--- src/rtl/ps2_pkg.sv ---
// Shared types and default constants for the PS/2 packet framer.
package ps2_pkg;

  // Framer is either hunting for a first byte or filling a message.
  typedef enum logic [0:0] {SEARCH, COLLECT} state_t;

  localparam int PS2_NBYTES   = 3;
  localparam int PS2_SYNC_BIT = 3;

endpackage

--- src/rtl/ps2_idle_timer.sv ---
// Idle counter for a partially assembled message. Counts idle ticks
// while a message is open and flags when the allowed idle budget is
// used up. A TIMEOUT of 0 disables expiry entirely.
module ps2_idle_timer #(
  parameter int TIMEOUT = 0
) (
  input  logic clk,
  input  logic reset,
  input  logic clear,
  input  logic tick,
  output logic expire
);

  localparam int TW = (TIMEOUT > 1) ? $clog2(TIMEOUT) : 1;
  localparam logic [TW-1:0] LAST = (TIMEOUT > 1) ? TW'(TIMEOUT - 1) : '0;

  logic [TW-1:0] count;

  // Count idle ticks, holding at the last value so the counter cannot wrap.
  always_ff @(posedge clk or posedge reset) begin
    if (reset) begin
      count <= '0;
    end else if (clear) begin
      count <= '0;
    end else if (tick && count != LAST) begin
      count <= count + 1'b1;
    end
  end

  assign expire = (TIMEOUT != 0) && tick && (count == LAST);

endmodule

--- src/rtl/ps2_packet_framer.sv ---
// Byte-stream to message framer. Hunts for a byte with the sync bit set,
// gathers NBYTES bytes into a message, publishes it on out_ with a done
// pulse, and counts bytes thrown away while hunting. Partial messages
// that go idle too long are abandoned with an abort pulse.
module ps2_packet_framer
  import ps2_pkg::*;
#(
  parameter int NBYTES   = PS2_NBYTES,
  parameter int SYNC_BIT = PS2_SYNC_BIT,
  parameter int TIMEOUT  = 0,
  parameter int CNT_W    = 8
) (
  input  logic                  clk,
  input  logic                  reset,
  input  logic                  in_valid,
  input  logic [7:0]            in_,
  output logic                  done,
  output logic [8*NBYTES-1:0]   out_,
  output logic                  abort,
  output logic [CNT_W-1:0]      drop_count
);

  localparam int IDX_W = $clog2(NBYTES);
  localparam logic [IDX_W-1:0] LAST_IDX = IDX_W'(NBYTES - 1);

  state_t               state;
  state_t               next_state;
  logic [IDX_W-1:0]     idx;
  logic [7:0]           buffer [NBYTES];
  logic [8*NBYTES-1:0]  message;
  logic                 take_first;
  logic                 take_next;
  logic                 finish;
  logic                 drop;
  logic                 expire;
  logic                 timeout_abort;
  logic                 idle_clear;
  logic                 idle_tick;

  assign idle_tick  = (state == COLLECT) && !in_valid;
  assign idle_clear = (state != COLLECT) || in_valid;

  ps2_idle_timer #(
    .TIMEOUT (TIMEOUT)
  ) u_idle_timer (
    .clk    (clk),
    .reset  (reset),
    .clear  (idle_clear),
    .tick   (idle_tick),
    .expire (expire)
  );

  // State register.
  always_ff @(posedge clk or posedge reset) begin
    if (reset) begin
      state <= SEARCH;
    end else begin
      state <= next_state;
    end
  end

  // Next-state and per-cycle control decisions.
  always_comb begin
    next_state    = state;
    take_first    = 1'b0;
    take_next     = 1'b0;
    finish        = 1'b0;
    drop          = 1'b0;
    timeout_abort = 1'b0;
    case (state)
      SEARCH: begin
        if (in_valid) begin
          if (in_[SYNC_BIT]) begin
            take_first = 1'b1;
            next_state = COLLECT;
          end else begin
            drop = 1'b1;
          end
        end
      end
      COLLECT: begin
        if (in_valid) begin
          take_next = 1'b1;
          if (idx == LAST_IDX) begin
            finish     = 1'b1;
            next_state = SEARCH;
          end
        end else if (expire) begin
          timeout_abort = 1'b1;
          next_state    = SEARCH;
        end
      end
      default: next_state = SEARCH;
    endcase
  end

  // Completed message: stored bytes first, the byte arriving now last.
  always_comb begin
    message = '0;
    for (int i = 0; i < NBYTES; i++) begin
      if (i == NBYTES - 1) begin
        message[8*(NBYTES-i)-1 -: 8] = in_;
      end else begin
        message[8*(NBYTES-i)-1 -: 8] = buffer[i];
      end
    end
  end

  // Byte assembly, registered outputs and the saturating drop counter.
  always_ff @(posedge clk or posedge reset) begin
    if (reset) begin
      idx        <= '0;
      out_       <= '0;
      done       <= 1'b0;
      abort      <= 1'b0;
      drop_count <= '0;
      for (int i = 0; i < NBYTES; i++) begin
        buffer[i] <= '0;
      end
    end else begin
      done  <= finish;
      abort <= timeout_abort;
      if (take_first) begin
        buffer[0] <= in_;
        idx       <= IDX_W'(1);
      end else if (take_next) begin
        buffer[idx] <= in_;
        idx         <= finish ? '0 : idx + 1'b1;
      end else if (timeout_abort) begin
        idx <= '0;
      end
      if (finish) begin
        out_ <= message;
      end
      if (drop && drop_count != '1) begin
        drop_count <= drop_count + 1'b1;
      end
    end
  end

endmodule

--- config.mk ---
export PLATFORM = sky130hd
export DESIGN_NAME = ps2_packet_framer
export DESIGN_NICKNAME = d
export VERILOG_FILES = /design/src/rtl/ps2_pkg.sv /design/src/rtl/ps2_idle_timer.sv /design/src/rtl/ps2_packet_framer.sv
export SDC_FILE = /design/constraint.sdc
export NUM_CORES = 1
export LEC_CHECK = 0
export CORE_MARGIN = 2
export CORE_UTILIZATION = 27
export CTS_BUF_LIST = sky130_fd_sc_hd__clkbuf_8
export CTS_CLUSTER_DIAMETER = 150
export DETAILED_ROUTE_END_ITERATION = 8
export PLACE_DENSITY = 0.58
export SLEW_MARGIN = 10
export SYNTH_ARGS = -nofsm -noshare
export SYNTH_HDL_FRONTEND = slang
export SYNTH_HIERARCHICAL = 1
export SYNTH_SLANG_ARGS = --single-unit
--- constraint.sdc ---
create_clock -name clk -period 3.9 [get_ports clk]
set_clock_uncertainty 0.1 [all_clocks]
set_input_delay 0.78 -clock clk [delete_from_list [all_inputs] [get_ports clk]]
set_output_delay 0.78 -clock clk [all_outputs]
set_load 0.01 [all_outputs]
# ---- Word-level counts from Yosys, hierarchy flattened
# Cells that the tools add are included.
# W data, S select, Z words.
dict set report totals {
  ff_bits 60
  input_bits 11
  output_inout_bits 34
  word_cells 43
}
dict set report op_classes {
  n_addsub 2
  n_lt_le_gt_ge 2
  n_eq_ne 2
  muxes 22
  bitwise_logic 3
  n_reduce_logical 4
}
# op count
set op_table {}
lappend op_table {{$bwmux W24} 1}
lappend op_table {{$mux W24} 1}
lappend op_table {{$demux W8 S2} 1}
lappend op_table {{$mux W8} 2}
lappend op_table {{$mux W1} 13}
lappend op_table {{$add A8 B1 Y8 const B} 1}
lappend op_table {{$ne A8 B8 Y1 const B} 1}
lappend op_table {{$mux W2} 3}
lappend op_table {{$ge A3 B3 Y1 const B} 1}
lappend op_table {{$lt A3 B1 Y1 const B} 1}
lappend op_table {{$not A2 Y3} 1}
lappend op_table {{$add A2 B1 Y2 const B} 1}
lappend op_table {{$eq A2 B2 Y1 const B} 1}
lappend op_table {{$logic_and A1 B1 Y1} 2}
lappend op_table {{$not A1 Y1} 2}
lappend op_table {{$pmux W1 S2} 1}
lappend op_table {{$reduce_and A2 Y1} 1}
lappend op_table {{$reduce_bool A2 Y1} 1}

# ---- Logic depth before layout (Yosys ltp)
dict set report depth {
  ltp_word 8
  ltp_mapped 5
}

# ---- Cells and area by module
# Netlist, hierarchy kept.
# module instances cells_per_inst area_each_um2 seq_area_each_um2
set by_module_without_submodules {}
lappend by_module_without_submodules {ps2_packet_framer 1 159 2214.6 1326.3}
lappend by_module_without_submodules {ps2_idle_timer 1 2 11.3 0.0}

# ---- Worst setup path before layout
# Ideal clock, no wire load.
dict set report synth_timing {
  path_type {input to register}
  startpoint {in in_[3]}
  endpoint {reg buffer[16] (netlist bit)}
  setup_ps 125
  arrival_time_ps 1552
  t_required_ps 3675
  setup_slack_ps 2124
  path_stages 3
  path_buffers 0
  path_cell_list {nor2b_1 -> o21ai_2 -> mux2_2}
}
dict set report synth_via {
  elab_chain_len 4
}
# item line
set synth_rtl {}
lappend synth_rtl {{start: declaration} ps2_packet_framer.sv:16} ;# input logic [7:0] in_,
lappend synth_rtl {{$mux W1 *} ps2_packet_framer.sv:73} ;# if (in_[SYNC_BIT]) begin
lappend synth_rtl {{$mux W1 *} ps2_packet_framer.sv:72} ;# if (in_valid) begin
lappend synth_rtl {{$mux W1 *} ps2_packet_framer.sv:70} ;# case (state)
lappend synth_rtl {{$mux W8 or $reduce_bool A2 Y1 (tied branches)} --}
lappend synth_rtl {{end signal: indexed assignment} ps2_packet_framer.sv:127} ;# buffer[idx] <= in_;
lappend synth_rtl {{end: declaration} ps2_packet_framer.sv:29} ;# logic [7:0] buffer [NBYTES];
# Every way passes the cells marked *; elsewhere a longest branch is shown, timed or not.
# A chain may end at the register's enable or synchronous reset.

# ---- Final worst setup path
dict set report layout_timing {
  startpoint {in in_valid}
  endpoint {reg out_[5]}
}
dict set report layout_via {
  elab_chain_len 2
}
# item line
set layout_rtl {}
lappend layout_rtl {{start: declaration} ps2_packet_framer.sv:15} ;# input logic in_valid,
lappend layout_rtl {{$mux W1} ps2_packet_framer.sv:82} ;# if (in_valid) begin
lappend layout_rtl {{$mux W1} ps2_packet_framer.sv:70}
lappend layout_rtl {{end signal: assignment} ps2_packet_framer.sv:133} ;# out_ <= message;
lappend layout_rtl {{end: declaration} ps2_packet_framer.sv:18} ;# output logic [8*NBYTES-1:0] out_,
# No other way between the ends.

==> out/metrics.csv <==
metric,value,unit
status,completed,
track_usage,10.0,%
syn_area,0.00223,mm²
powerDensity,678,mW/mm²
global_route.overflow_total,0,
synthDistinctLibCells,27,
die_h,94.8,µm
p_leak,1.25,nW
drive_gt1_share,26.8,%
grt_max_degree,28,
n_fill_cell,829,
final-setup-viol-count,0,
netSwitchingPower,0.593,mW
path_clk_slew,0.09,ns
drt_iter0_markers,46,
worst_ep_required_time,3.98,ns
avgSynthCellArea,13.8,µm²
drv_cap,0,
finalHoldViolCount,0,
dieArea,0.00899,mm²
layout_common_cells,"dfrtp_1, clkdlybuf4s50_1, mux2_2",
io_pins,45,
final_core_util,35.4,%
fin_setup_tns,0,ns
via_count,1358,
n_antenna_cell,0,
final_common_cell,dfrtp_1,
hpwl,2.83,mm
seq_area_frac_synth,59.6,%
route.detailed.drc,0,
startpoint_type,primary input,
cp.arrival,2.65,ns
cts_buffers,5,
worstSetupStartpoint,in_valid,
cts_htree_levels,2,
max_stage_delay,0.78,ns
p_seq_share,47.7,%
grt_pass1_vias,1423,
cts.repair.resized,0,
routed_via_density,4.32,
ant_nets,0,
post_cts_buffers,0,
syn_to_final_growth,28.7,%
clock.fmax,0.389,GHz
clock-root-buffer,clkbuf_8,
end_kind,flip-flop,
worst_pin_slew,0.643,ns
cts_tree,yes,
netlist_instances,161,
hp-class,reg -> reg,
synthFlopType,dfrtp_1,
syn-num-nets,176,
grt_pass1_wl,7.00,mm
ys.warnings.count,6,
clkLatencyLatePin,0.30,ns
drv_slew,0,
routedWlPerCell,13.2,µm
fin_crit_sh,65.9,%
p_int,1.35,mW
synth_edf_count,0,
slew_headroom,57.1,%
min_period,2.57,ns
synth-seq-cells,53,
gp_congestion,0.711,
rows,33,
irDropWorstVdd,0.303,mV
r2r_start,state$_DFF_PP0_,
synth_async_sr_flop_share,100,%
crit_slowest_cell,clkdlybuf4s50_1,
pre_cts_ws,0.968,ns
initial_utilization,27.5,%
hold_buffers,0,
antenna_found_initial,0,
clock_sinks,53,
first_pass_iters,4,
clock_power_share,15.6,%
clockBufferDepth,2,
worst_slack,1.33,ns
combPwrFrac,36.7,%
rsz0062_at_grt,no,
crit_type,in -> reg,
io_buffers,44,
hp-start,buffer[21]$_DFFE_PP0P_,
dieWidth,94.8,µm
core,0.00809,mm²
routed_wl,4.16,mm
crit_fanout,25,
swShare,30.5,%
crit_path_cell_trace,clkdlybuf4s50_1 > nand3_2 > mux2_2,
layout.nets,223,
[synth_stat cells, types with 2 or more instances]
| master | number | area share, % |
|---|---|---|
| ha_1 | 4 | 2.2 |
| nand2b_1 | 3 | 0.84 |
| mux2_1 | 2 | 1.0 |
| a21oi_1 | 4 | 0.90 |
| mux2_2 | 42 | 21 |
| and3_1 | 2 | 0.56 |
| o21ai_2 | 2 | 0.79 |
| buf_2 | 4 | 0.90 |
| nand3_2 | 2 | 0.90 |
| inv_1 | 5 | 0.84 |
| o21ai_0 | 4 | 0.90 |
| dfrtp_1 | 53 | 60 |
| nand3_1 | 3 | 0.67 |
| nand2_1 | 9 | 1.5 |
| and2_1 | 2 | 0.56 |
| nand4_1 | 5 | 1.4 |
| nor2_1 | 3 | 0.51 |
| xnor2_1 | 2 | 0.79 |
| nor2b_1 | 2 | 0.56 |
[layer usage]
metal  global-route usage, %  up-vias  wire (µm)  share of wire (%)
met5                       0        -          0                  0
met4                    2.54        0         14               0.34
met3                    2.71        2        187                4.5
met2                    14.9       36       1850                 45
met1                    14.5      668       2100                 51
li1                        -      652          -                  -
[worst max-delay path: cells and delay by family]
family,cells,cell delay (ns)
buffers and inverters,1,0.78
multiplexers,1,0.49
AND/OR/NAND/NOR,1,0.60
[flip-flops by register name (all words and copies together) (netlist names)]
name and flops:
state 1, out_ 24, drop_count 8, abort 1, buffer 16, idx 2, done 1
[final cells by class]
type | instances | area [µm²] | share of cell area [%]
clock inverter | 3 | 18.8 | 0.655
clock buffer | 5 | 68.8 | 2.40
inverter | 5 | 18.8 | 0.655
sequential | 53 | 1330 | 46.3
timing repair buffer | 45 | 448 | 15.6
multi-input combinational | 98 | 853 | 29.8
tap | 105 | 131 | 4.59
[per-stage QoR]
step / std cells / power, mW / area [µm²] / hold WS, ns
after floorplan: 161 / 1.28 / 2230 / 0.375
after global placement: 306 / 1.65 / 2780 / 0.381
after detailed placement: 306 / 1.66 / 2780 / 0.390
after CTS: 314 / 1.97 / 2870 / 0.413
after global routing: 314 / 2.09 / 2870 / 0.429
final: 314 / 1.94 / 2870 / 0.410
[final timing paths]
check | end | slack [ns] | cells after the start
worst max-delay path | out_[5]$_DFFE_PP0P_ | 1.33 | 3
worst min-delay path | out_[21]$_DFFE_PP0P_ | 0.41 | 1
worst max register to register | out_[5]$_DFFE_PP0P_ | 1.90 | 2
worst min register to register | out_[21]$_DFFE_PP0P_ | 0.41 | 1
max in group asynchronous | out_[19]$_DFFE_PP0P_ | 2.17 | 3
min in group asynchronous | abort$_DFF_PP0_ | 0.75 | 2
[cells by family (layout without fill, tap and decap cells)]
kind of cell | Yosys count | in the layout | share of synthesized area, %
flops | 53 | 53 | 59.6
mux | 44 | 44 | 22.3
simple gates | 35 | 35 | 9.44
compound gates | 12 | 12 | 3.43
buf+inv | 10 | 58 | 2.08
fa+ha+maj | 4 | 4 | 2.25
xor+xnor | 2 | 2 | 0.787
other cells | 1 | 1 | 0.168
[power groups by stage]
stage	Combinational (mW)	Clock [mW]	Sequential [mW]
after floorplan	0.314	0	0.970
after global placement	0.710	0	0.938
after detailed placement	0.722	0	0.940
after CTS	0.726	0.316	0.930
after global routing	0.776	0.349	0.960
final	0.713	0.303	0.927
No activity file was read; power rests on OpenSTA's default activity.
